**config.mk**
```make
export PLATFORM = sky130hd
export DESIGN_NAME = dual_rail_fetch_bridge
export DESIGN_NICKNAME = d
export VERILOG_FILES = /design/src/rtl/dual_rail_fetch_bridge.sv
export SDC_FILE = /design/constraint.sdc
export NUM_CORES = 1
export LEC_CHECK = 0
export BUFFER_PORTS_ARGS = -buffer_cell sky130_fd_sc_hd__buf_2
export CORE_MARGIN = 2
export CORE_UTILIZATION = 35
export CTS_CLUSTER_SIZE = 20
export DETAILED_ROUTE_END_ITERATION = 7
export SKIP_CTS_REPAIR_TIMING = 1
export SLEW_MARGIN = 20
export SYNTH_ARGS = -nofsm -noshare
export SYNTH_HDL_FRONTEND = slang
export SYNTH_SLANG_ARGS = --single-unit
```
**constraint.sdc**
```tcl
create_clock -name clk -period 7.3 [get_ports clk]
set_clock_uncertainty 0.1 [all_clocks]
set_input_delay 0.365 -clock clk [delete_from_list [all_inputs] [get_ports clk]]
set_output_delay 0.365 -clock clk [all_outputs]
set_load 0.05 [all_outputs]
```
**src/rtl/dual_rail_fetch_bridge.sv**
```systemverilog
`default_nettype none
// ============================================================================
// Module      : dual_rail_fetch_bridge
// Description : Fetches dual-rail words from a passive source into a FIFO and
//               pushes them to a passive dual-rail sink (4-phase, RTZ).
//               Optional protocol checker: DRF_PROTOCOL_CHECK_EN.
// Revision    : 1.0 - initial release
// ============================================================================
module dual_rail_fetch_bridge #(
  parameter int W           = 32,
  parameter int DEPTH       = 4,
  parameter int INIT_CYCLES = 0
) (
  input  logic                   clk,
  input  logic                   reset,
  input  logic                   enable,
  output logic                   i_0r,
  input  logic [W-1:0]           i_0a0d,
  input  logic [W-1:0]           i_0a1d,
  output logic [W-1:0]           o_0r0d,
  output logic [W-1:0]           o_0r1d,
  input  logic                   o_0a,
  output logic [$clog2(DEPTH):0] count,
  output logic                   err
);

  localparam int AW = $clog2(DEPTH);
  localparam int CW = AW + 1;
  localparam int IW = (INIT_CYCLES > 0) ? $clog2(INIT_CYCLES + 1) : 1;
  localparam logic [CW-1:0] c_depth = CW'(DEPTH);
  localparam logic [CW-1:0] c_one   = CW'(1);
  localparam logic [IW-1:0] c_init  = IW'(INIT_CYCLES);

  localparam logic [1:0] F_IDLE = 2'd0;
  localparam logic [1:0] F_REQ  = 2'd1;
  localparam logic [1:0] F_RTZ  = 2'd2;

  localparam logic [1:0] P_IDLE = 2'd0;
  localparam logic [1:0] P_DATA = 2'd1;
  localparam logic [1:0] P_NULL = 2'd2;

  logic          w_in_null;
  logic          w_in_complete;
  logic          w_wr;
  logic          w_rd;
  logic [W-1:0]  w_head;

  logic [1:0]    f_state_q, f_state_d;
  logic [1:0]    p_state_q, p_state_d;
  logic [AW-1:0] wr_ptr_q, wr_ptr_d;
  logic [AW-1:0] rd_ptr_q, rd_ptr_d;
  logic [CW-1:0] count_q, count_d;
  logic [IW-1:0] init_q, init_d;
  logic          i_0r_q, i_0r_d;
  logic [W-1:0]  out1_q, out1_d;
  logic [W-1:0]  out0_q, out0_d;
  logic [W-1:0]  mem_q [DEPTH];
  logic [W-1:0]  mem_d [DEPTH];

  assign w_in_null     = ~|(i_0a0d | i_0a1d);
  assign w_in_complete = &(i_0a0d | i_0a1d);
  assign w_wr          = (f_state_q == F_REQ) && w_in_complete;
  assign w_rd          = (p_state_q == P_IDLE) && (count_q != '0);
  assign w_head        = mem_q[rd_ptr_q];

  // State register: both FSMs, FIFO bookkeeping and registered outputs
  always_ff @(posedge clk) begin
    if (reset) begin
      f_state_q <= F_IDLE;
      p_state_q <= P_IDLE;
      wr_ptr_q  <= '0;
      rd_ptr_q  <= '0;
      count_q   <= '0;
      init_q    <= c_init;
      i_0r_q    <= 1'b0;
      out1_q    <= '0;
      out0_q    <= '0;
    end else begin
      f_state_q <= f_state_d;
      p_state_q <= p_state_d;
      wr_ptr_q  <= wr_ptr_d;
      rd_ptr_q  <= rd_ptr_d;
      count_q   <= count_d;
      init_q    <= init_d;
      i_0r_q    <= i_0r_d;
      out1_q    <= out1_d;
      out0_q    <= out0_d;
    end
  end

  // Storage is not reset; occupancy and pointers define what is valid
  always_ff @(posedge clk) begin
    mem_q <= mem_d;
  end

  // Next-state logic
  always_comb begin
    f_state_d = f_state_q;
    case (f_state_q)
      F_IDLE: if (enable && (init_q == '0) && w_in_null && (count_q < c_depth))
                f_state_d = F_REQ;
      F_REQ:  if (w_in_complete) f_state_d = F_RTZ;
      F_RTZ:  if (w_in_null) f_state_d = F_IDLE;
      default: f_state_d = F_IDLE;
    endcase

    p_state_d = p_state_q;
    case (p_state_q)
      P_IDLE: if (count_q != '0) p_state_d = P_DATA;
      P_DATA: if (o_0a) p_state_d = P_NULL;
      P_NULL: if (!o_0a) p_state_d = P_IDLE;
      default: p_state_d = P_IDLE;
    endcase
  end

  // FIFO datapath and init countdown
  always_comb begin
    mem_d = mem_q;
    if (w_wr) mem_d[wr_ptr_q] = i_0a1d;

    wr_ptr_d = w_wr ? wr_ptr_q + 1'b1 : wr_ptr_q;
    rd_ptr_d = w_rd ? rd_ptr_q + 1'b1 : rd_ptr_q;

    count_d = count_q;
    case ({w_wr, w_rd})
      2'b10:   count_d = count_q + c_one;
      2'b01:   count_d = count_q - c_one;
      default: count_d = count_q;
    endcase

    init_d = (init_q != '0) ? init_q - 1'b1 : init_q;
  end

  // Output logic: request and sink rails are registered from next state
  always_comb begin
    i_0r_d = (f_state_d == F_REQ);
    if (w_rd) begin
      out1_d = w_head;
      out0_d = ~w_head;
    end else if (p_state_d == P_DATA) begin
      out1_d = out1_q;
      out0_d = out0_q;
    end else begin
      out1_d = '0;
      out0_d = '0;
    end
  end

  assign i_0r   = i_0r_q;
  assign o_0r1d = out1_q;
  assign o_0r0d = out0_q;
  assign count  = count_q;

`ifdef DRF_PROTOCOL_CHECK_EN
  logic err_q, err_d;
  logic after_rtz_q, after_rtz_d;

  // A source must stay null in the first idle cycle after return-to-zero
  always_comb begin
    after_rtz_d = (f_state_q == F_RTZ) && (f_state_d == F_IDLE);
    err_d = err_q
          | (|(i_0a0d & i_0a1d))
          | (after_rtz_q && (f_state_q == F_IDLE) && !i_0r_q && !w_in_null)
          | ((p_state_q == P_IDLE) && o_0a);
  end

  always_ff @(posedge clk) begin
    if (reset) begin
      err_q       <= 1'b0;
      after_rtz_q <= 1'b0;
    end else begin
      err_q       <= err_d;
      after_rtz_q <= after_rtz_d;
    end
  end

  assign err = err_q;
`else
  assign err = 1'b0;
`endif

endmodule
`default_nettype wire

```
==> results of run 1 <==
==> worst max-delay path, cell delays in order, from the launching register on <==
cell and delay, ps:
dfxtp_1 390, nor3_1 80, or3_1 310, buf_4 270
clkinv_2 460, ha_1 300, inv_1 70, fa_1 370
xor2_1 160, or3_1 300, a21oi_1 130
==> layout make-up <==
type / count / area [um^2] / area share [%]
Sequential cell: 205 / 5390 / 57.9
Multi-Input combinational cell: 288 / 2140 / 23.1
Timing Repair Buffer: 140 / 713 / 7.67
Clock buffer: 33 / 651 / 7.00
Tap cell: 280 / 350 / 3.77
Inverter: 7 / 27.5 / 0.296
Clock inverter: 4 / 20.0 / 0.215
Antenna cell: 2 / 5.00 / 0.0538
==> power by group <==
group          switching, mW  internal (mW)  total [mW]
sequential          0.000101           1.23        1.23
combinational         0.0405         0.0188      0.0594
clock                  0.410          0.609        1.02
total                  0.451           1.86        2.31
==> stage by stage <==
stage	utilization (%)	hold slack [ps]	power [mW]
detailed placement	39.6	374	1.31
floorplan	-	364	1.27
CTS	42.7	22.7	2.33
global placement	39.6	365	1.31
finish	42.7	36.4	2.31
global route	42.7	30.8	2.38
==> placed cells by master, fill, tap and decap left out, types with 2 or more instances in the layout <==
cell type  instances
mux4_2            28
nor2_1           105
xor2_1             3
ha_1               5
a21oi_1           38
clkbuf_16         21
a22oi_1           32
conb_1             2
edfxtp_1         128
nor4_1            20
clkbuf_1           4
nand4_1            6
dfxtp_1           76
or3_1              2
inv_1              5
clkbuf_8           8
clkinv_2           2
clkinv_1           2
nand3_1            3
o31ai_1            2
buf_2            135
xnor2_1            2
diode_2            2
and2_2             4
mux4_1             4
buf_4              5
o21ai_0            2
o22ai_1           16
==> cells in the mapped netlist, types with 3 or more instances <==
cell type / count / area share [%]
dfxtp_1: 77 / 20
a22oi_1: 32 / 3.1
ha_1: 5 / 0.81
mux4_1: 4 / 1.4
and2_2: 4 / 0.39
inv_1: 5 / 0.24
a21oi_1: 38 / 2.5
nor2_1: 105 / 5.1
clkbuf_1: 13 / 0.63
edfxtp_1: 128 / 50
nor4_1: 20 / 1.6
nand4_1: 6 / 0.49
o22ai_1: 16 / 1.3
nand3_1: 3 / 0.19
buf_2: 9 / 0.58
mux4_2: 28 / 8.2
xor2_1: 3 / 0.34
buf_6: 6 / 0.87
==> cells by family after synthesis <==
family / count (synthesis) / synth area share, %
flip-flops: 205 / 69.7
XOR/XNOR: 5 / 0.567
adder cells (fa/ha/maj): 6 / 1.07
AND/OR/NAND/NOR: 151 / 9.01
buffers and inverters: 37 / 2.64
AO/OA/AOI/OAI: 92 / 7.42
other: 1 / 0.0486
multiplexers: 32 / 9.53
==> layer usage <==
| layer | routed length, um | global-route usage (%) |
|---|---|---|
| met1 | 8090 | 21.2 |
| met2 | 8890 | 25.8 |
| met3 | 1430 | 3.75 |
| met4 | 287 | 4.50 |
| met5 | 13 | 0 |
==> flip-flops by register name, summed over array words and instances (netlist names) <==
register and count:
init_q 1, rd_ptr_q 2, mem_q 128, o_0r1d 32, p_state_q 2, i_0r 1, wr_ptr_q 2, count 3
f_state_q 2, o_0r0d 32
==> path summary, 6_finish.rpt <==
kind,slack [ps],start,endpoint
min,40,i_0a1d[9],mem_q[73]
min reg2reg,380,o_0r0d[3],o_0r0d[3]
max reg2reg,4250,count[2],count[2]
max,4250,count[2],count[2]
==> flow_summary.yaml, run 1 <==
placement:
  portBuffers: 135
  gp_congestion: 0.870
  post-place-ws_ps: 4250
  dpl_cell_area_um2: 8620
  placedCellCount: 920
  dp_hpwl_um: 12700
yosys:
  yosysSeqAreaShare_pct: 69.7
  ys_types: 40
  ys_seq_elements: 205
  synth.cell_area_um2: 7720
  async_flop_share_pct: 0
  synthFlopType: "edfxtp_1"
  synth_area_per_cell_um2: 14.6
  yosys_warnings: 0
  synthCells: 529
  synth-edff-count: 128
drt:
  finalWirelength_um: 18700
  drtPass1Iterations: 5
  vias: 5015
  drc_errors: 0
  wl_per_cell_um: 19.5
  drt_iter0_markers: 387
  antenna_left: 0
  vias_per_cell: 5.23
worst_setup_path:
  arrival_ps: 3360
  crit_required_ps: 7610
  crit_fanout: 35
  worst_setup_path_start_kind: "register"
  worstSetupEndpointType: "register"
  ff2ff_path_depth: 10
  critical_path_class: "register to register"
timing:
  setup_tns_ps: 0
  fin_crit_ps: 3050
  slew_violations: 0
  worst_pin_slew_ps: 901
  hold_viol_final: 0
  timing.slew.headroom_pct: 39.9
  rsz0062_at_grt: "false"
  setup_violations: 0
  post-route-period-util_pct: 41.8
  fmax_mhz: 328
  fin_ws_ps: 4250
clock_network:
  clk_pin_slew_ps: 60
  cts_buffers: 21
  clockRootBuffer: "clkbuf_16"
  htreeDepth: 1
  cts.path.max_buffers: 3
  cts_tree: "done"
  cts.sinks: 205
  clock_latency_ps: 480
outcome:
  status: "completed"
floorplan:
  die_w_um: 153
  io-pin-count: 137
  row_count: 54
  fp.dieH_um: 153
  core-area_um2: 21800
  initial_core_util_pct: 35.5
  dieArea_um2: 23300
power:
  max-vdd-ir-drop_v: 0.000105
  p_leak_nw: 3.34
  p_per_area_nw_per_um2: 248
cells_and_area:
  finalNonFillerCells: 959
  drive_above_1_share_pct: 31.2
  nFillCells: 2027
  syn2layout_area_growth_pct: 20.4
  final_nets: 737
  stdcell_area_um2: 9300
grt:
  grt_pass1_vias: 5103
  overflow: 0
  grt_max_degree: 77
  grt_pass1_wl_um: 28800
  antenna_found_initial: 3
  grt_usage_pct: 15.8
hold_path:
  hold_path_depth: 1
  hold_path.class: "primary input to register"
job:
  timing.max_cap.violations: 0
Power figures use the tool's default switching activity.
==> run 2, diff against run 1 <==
--- a/config.mk
+++ b/config.mk
@@ -5,6 +5,7 @@
 export SDC_FILE = /design/constraint.sdc
 export NUM_CORES = 1
 export LEC_CHECK = 0
+export ABC_AREA = 1
 export BUFFER_PORTS_ARGS = -buffer_cell sky130_fd_sc_hd__buf_2
 export CORE_MARGIN = 2
 export CORE_UTILIZATION = 35
==> constraint.sdc (replaced) <==
create_clock -name clk -period 2.75 [get_ports clk]
set_clock_uncertainty 0.1 [all_clocks]
set_input_delay 0.1375 -clock clk [delete_from_list [all_inputs] [get_ports clk]]
set_output_delay 0.1375 -clock clk [all_outputs]
set_load 0.05 [all_outputs]
==> run 2 against run 1 <==
Utilization increased by 1.9 points. Via count increased by 26%. First-iteration DRC count increased by 30%. Die area increased by 7.7%. Critical path type is now primary input to register. Sequential share of layout area decreased by 6.4 points. Highest routed layer unchanged. Final cell count increased by 39%. Largest cell class unchanged. Register-to-register slack got worse by 3500 ps.
==> flow_summary.yaml, run 2 <==
worst_setup_path:
  r2r-start: "count[0]"
  crit_required_ps: 3040
  regToRegSetupSlack_ps: 770
  r2r_end: "count[2]"
  worst_setup_path_start_kind: "primary input"
  ff2ff_path_depth: 9
  critical_path_class: "primary input to register"
  crit_fanout: 5
  arrival_ps: 2670
  worstSetupEndpointType: "register"
floorplan:
  die_w_um: 158
  core-area_um2: 23400
  dieArea_um2: 25100
  row_count: 56
  fp.dieH_um: 158
  io-pin-count: 137
  initial_core_util_pct: 35.6
yosys:
  async_flop_share_pct: 0
  synth_area_per_cell_um2: 10.0
  yosysSeqAreaShare_pct: 64.6
  synth-edff-count: 128
  synth.cell_area_um2: 8330
  yosysTopAreaCell: "edfxtp_1"
  synthCells: 831
  ys_seq_elements: 205
  synth_top_area_share_pct: 46.1
  yosys-top-cells-area: "edfxtp_1 (46%), dfxtp_1 (19%), nor2_1 (8.8%)"
  yosys_warnings: 0
  ys_types: 24
  synthFlopType: "edfxtp_1"
  yosysMostFrequentCell: "nor2_1"
  ys_top_cells_by_count: "nor2_1 (195), nand2_1 (153), edfxtp_1 (128)"
drt:
  dr_wl_met2_um: 10200
  vias: 6294
  finalWirelength_um: 21800
  antenna_left: 0
  drc_errors: 0
  dr_wl_met3_um: 1370
  drtPass1Iterations: 4
  top_layer_used: "met5"
  drt_iter0_markers: 504
  route.layer.met1.wl_um: 9800
  wl_per_cell_um: 16.3
  vias_per_cell: 4.71
timing:
  fmax_mhz: 421
  timing.slew.headroom_pct: 48.8
  setup_violations: 0
  fin_crit_ps: 2380
  slew_violations: 0
  fin_ws_ps: 374
  setup_tns_ps: 0
  rsz0062_at_grt: "false"
  hold_viol_final: 0
  holdWs_ps: 89.2
  worst_pin_slew_ps: 769
  post-route-period-util_pct: 86.4
cells_and_area:
  nFillCells: 2265
  finalNonFillerCells: 1335
  final_nets: 1073
  final_common_cell: "nor2_1"
  layout_common_cells: "nor2_1 (191), nand2_1 (153), buf_2 (135)"
  syn2layout_area_growth_pct: 25.5
  largest_register_ffs: 128
  regMostFlops: "mem_q"
  drive_above_1_share_pct: 19.3
outcome:
  status: "completed"
clock_network:
  clockRootBuffer: "clkbuf_16"
  cts.sinks: 205
  cts_buffers: 22
  cts_tree: "done"
  cts.path.max_buffers: 3
  clock_latency_ps: 500
  clk_pin_slew_ps: 60
  htreeDepth: 1
power:
  p_leak_nw: 4.00
  max-vdd-ir-drop_v: 0.000415
  p_per_area_nw_per_um2: 1000
grt:
  grt_max_degree: 66
  grt_usage_pct: 17.1
  overflow: 0
  grt_pass1_wl_um: 32500
  antenna_found_initial: 3
  grt_pass1_vias: 5842
hold_path:
  hold_path.class: "primary input to register"
  hold_path_depth: 8
  hold_start: "i_0a0d[19]"
  hold_end: "f_state_q[0]"
placement:
  dp_hpwl_um: 14000
  placedCellCount: 1260
  post-place-ws_ps: 413
  portBuffers: 135
  gp_congestion: 0.834
job:
  timing.max_cap.violations: 0
[run 2: cell count changes after synthesis, sizes merged, moves of 35 or more]
cell   delta
inv      +35
nand2   +152
nor2     +89
o21ai    +68
[run 2: worst max-delay path by stage]
stage | startpoint | end | slack (ps)
after floorplan | f_state_q[0] | mem_q[0] | 70
after global routing | i_0a1d[21] | count[2] | 130
after global placement | i_0a1d[21] | count[2] | 400
final | i_0a1d[21] | count[2] | 370
after CTS | count[0] | count[2] | 750
after detailed placement | i_0a1d[21] | count[2] | 410
[run 2: power breakdown]
group / leakage [nW] / internal (mW) / switching, mW
combinational: 1.88 / 1.10 / 2.70
clock: 0.349 / 1.74 / 1.19
sequential: 1.78 / 3.57 / 0.167
total: 4.00 / 6.40 / 4.05
[run 2: cells by family (layout without fill, tap and decap cells)]
| group | Yosys count | count (layout) | synth area share [%] |
|---|---|---|---|
| flip-flops | 205 | 205 | 64.6 |
| other | 1 | 3 | 0.0450 |
| adder cells (fa/ha/maj) | 6 | 6 | 0.991 |
| AND/OR/NAND/NOR | 359 | 359 | 16.4 |
| buffers and inverters | 83 | 266 | 4.70 |
| AO/OA/AOI/OAI | 177 | 177 | 13.3 |
[run 2: metal layers]
layer,vias to the layer above,global-route usage (%)
li1,3138,-
met1,2980,22.8
met2,136,28.4
met3,34,3.81
met4,6,4.03
met5,-,0
[run 2: layout make-up]
cell class                      instances  area (um^2)  share of cell area [%]
Timing Repair Buffer                  185         1200                    11.5
Clock inverter                         13          115                    1.10
Clock buffer                           27          601                    5.75
Inverter                               41          156                    1.50
Multi-Input combinational cell        544         2590                    24.8
Tap cell                              319          399                    3.82
Sequential cell                       205         5390                    51.5
Antenna cell                            1         2.50                  0.0239
[run 2: through the flow]
step                total power [mW]  area [um^2]  utilization [%]
global placement                7.57         9390             40.1
floorplan                       6.68         8340                -
CTS                             10.5        10100             43.2
finish                          10.5        10500             44.7
global route                    11.0        10500             44.7
detailed placement              7.60         9390             40.1
[run 2: critical path, stage by stage]
cell and delay [ps]:
dlygate4sd3_1 550, buf_2 150, nor2_1 300, nor2_1 130, nand2_1 80, nor2_1 40, nand2_1 100, inv_1 60
nand3_1 90, ha_1 150, inv_1 60, fa_1 370, a21oi_1 140, o21ai_0 110, o21ai_0 150, a21oi_1 50
==> run 3, diff against run 2 <==
--- a/config.mk
+++ b/config.mk
@@ -8,7 +8,7 @@
 export ABC_AREA = 1
 export BUFFER_PORTS_ARGS = -buffer_cell sky130_fd_sc_hd__buf_2
 export CORE_MARGIN = 2
-export CORE_UTILIZATION = 35
+export CORE_UTILIZATION = 30
 export CTS_CLUSTER_SIZE = 20
 export DETAILED_ROUTE_END_ITERATION = 7
 export SKIP_CTS_REPAIR_TIMING = 1
==> run 3 against run 2 <==
Wire length is 3.3% higher. Die area grew 16%. Clock-buffer cell count stayed put. Utilization fell by 6.4 points. Worst hold slack worse by 5.6 ps. Clock power increased by 7.2%. Via count is 0.27% higher. Critical path depth is the same. Power rose by 1.5%. First-iteration DRC count shrank 19%. Global-route usage decreased by 1.9 points. Critical path type unchanged. Largest power group is now sequential cells.
==> flow_summary.yaml, run 3 (same netlist as run 2, synthesis figures left out) <==
clock_network:
  clk_pin_slew_ps: 60
  clock_latency_ps: 520
  htreeDepth: 1
  cts_tree: "done"
  cts_buffers: 23
  cts.path.max_buffers: 3
  cts.sinks: 205
  clockRootBuffer: "clkbuf_16"
placement:
  dp_hpwl_um: 15000
  dpl_cell_area_um2: 9420
  gp_congestion: 0.890
  portBuffers: 135
  placedCellCount: 1321
worst_setup_path:
  ff2ff_path_depth: 6
  worstSetupEndpointType: "register"
  critical_path_class: "primary input to register"
  crit_fanout: 5
  worst_setup_path_start_kind: "primary input"
  crit_required_ps: 3040
  arrival_ps: 2730
grt:
  grt_use_met3_pct: 4.83
  grt_max_degree: 66
  grt_pass1_wl_um: 33300
  antenna_found_initial: 6
  grt_pass1_vias: 5858
  busiest_layer: "met2"
  grt_use_met2_pct: 23.9
  grtUsageMet1_pct: 20.1
  grt_usage_pct: 15.2
  overflow: 0
floorplan:
  initial_core_util_pct: 30.2
  dieArea_um2: 29100
  die_w_um: 171
  row_count: 61
  fp.dieH_um: 171
  io-pin-count: 137
  core-area_um2: 27600
power:
  p_per_area_nw_per_um2: 1010
  p_leak_nw: 4.03
  power.total_mw: 10.6
  max-vdd-ir-drop_v: 0.000392
cells_and_area:
  final_nets: 1077
  regMostFlops: "mem_q"
  stdcell_area_um2: 10600
  final_common_cell: "nor2_1"
  finish.utilization_pct: 38.3
  syn2layout_area_growth_pct: 26.6
  layout_common_cells: "nor2_1 (191), nand2_1 (153), buf_2 (135)"
  drive_above_1_share_pct: 19.4
  largest_register_ffs: 128
  finalNonFillerCells: 1402
drt:
  vias: 6311
  drt_iter0_markers: 410
  finalWirelength_um: 22500
  wl_per_cell_um: 16.0
  vias_per_cell: 4.50
  antenna_left: 0
  drtPass1Iterations: 4
  drc_errors: 0
timing:
  post-route-period-util_pct: 88.8
  rsz0062_at_grt: "false"
  hold_viol_final: 0
  setup_violations: 0
  fin_crit_ps: 2440
  setup_tns_ps: 0
  timing.slew.headroom_pct: 51.8
  slew_violations: 0
  worst_pin_slew_ps: 721
  fmax_mhz: 410
hold_path:
  hold_path.class: "primary input to register"
  hold_path_depth: 8
outcome:
  status: "completed"
job:
  timing.max_cap.violations: 0
==> run 3: final cells by class <==
| type | count | area [um^2] |
|---|---|---|
| fillers | 2715 | 17000 |
| flip-flops and latches | 205 | 5390 |
| multi-input cells | 544 | 2590 |
| repair buffers | 188 | 1160 |
| clock buffers | 27 | 591 |
| well taps | 378 | 473 |
| clock inverters | 15 | 180 |
| inverters | 41 | 156 |
| diodes | 4 | 10.0 |
==> run 3: where the power goes <==
part | switching, mW | leakage [nW] | internal [mW]
combinational | 2.66 | 1.88 | 1.04
sequential | 0.209 | 1.78 | 3.57
clock | 1.22 | 0.378 | 1.92
==> run 3: worst max-delay path, stage by stage <==
cell and delay [ps]:
dlygate4sd3_1 550, buf_2 160, nor2_1 330, nor2_1 160
nand2_1 90, nor2_1 40, nand2_1 90, inv_1 50
nand3_1 90, ha_1 150, inv_1 60, fa_1 370
a21oi_1 140, o21ai_0 110, o21ai_0 150, a21oi_1 60
==> run 3: path summary, 6_finish.rpt <==
kind / start / endpoint / slack, ps
worst max-delay path: i_0a1d[21] / count[2] / 310
worst min-delay path: i_0a0d[3] / f_state_q[0] / 80
worst min register to register: o_0r0d[31] / o_0r0d[31] / 360
worst max register to register: count[1] / o_0r1d[31] / 610
==> run 3: routing by layer <==
metal	up-vias	wire, um
met1	2951	10100
li1	3141	-
met3	35	1890
met4	4	350
met5	-	24
met2	180	10100
==> run 3: through the flow <==
stage | hold WS [ps] | worst slack [ps]
final | 83.6 | 309
after global routing | 154 | 125
after CTS | -263 | 599
after detailed placement | 268 | 375
after global placement | 266 | 342
after floorplan | 136 | 71.7
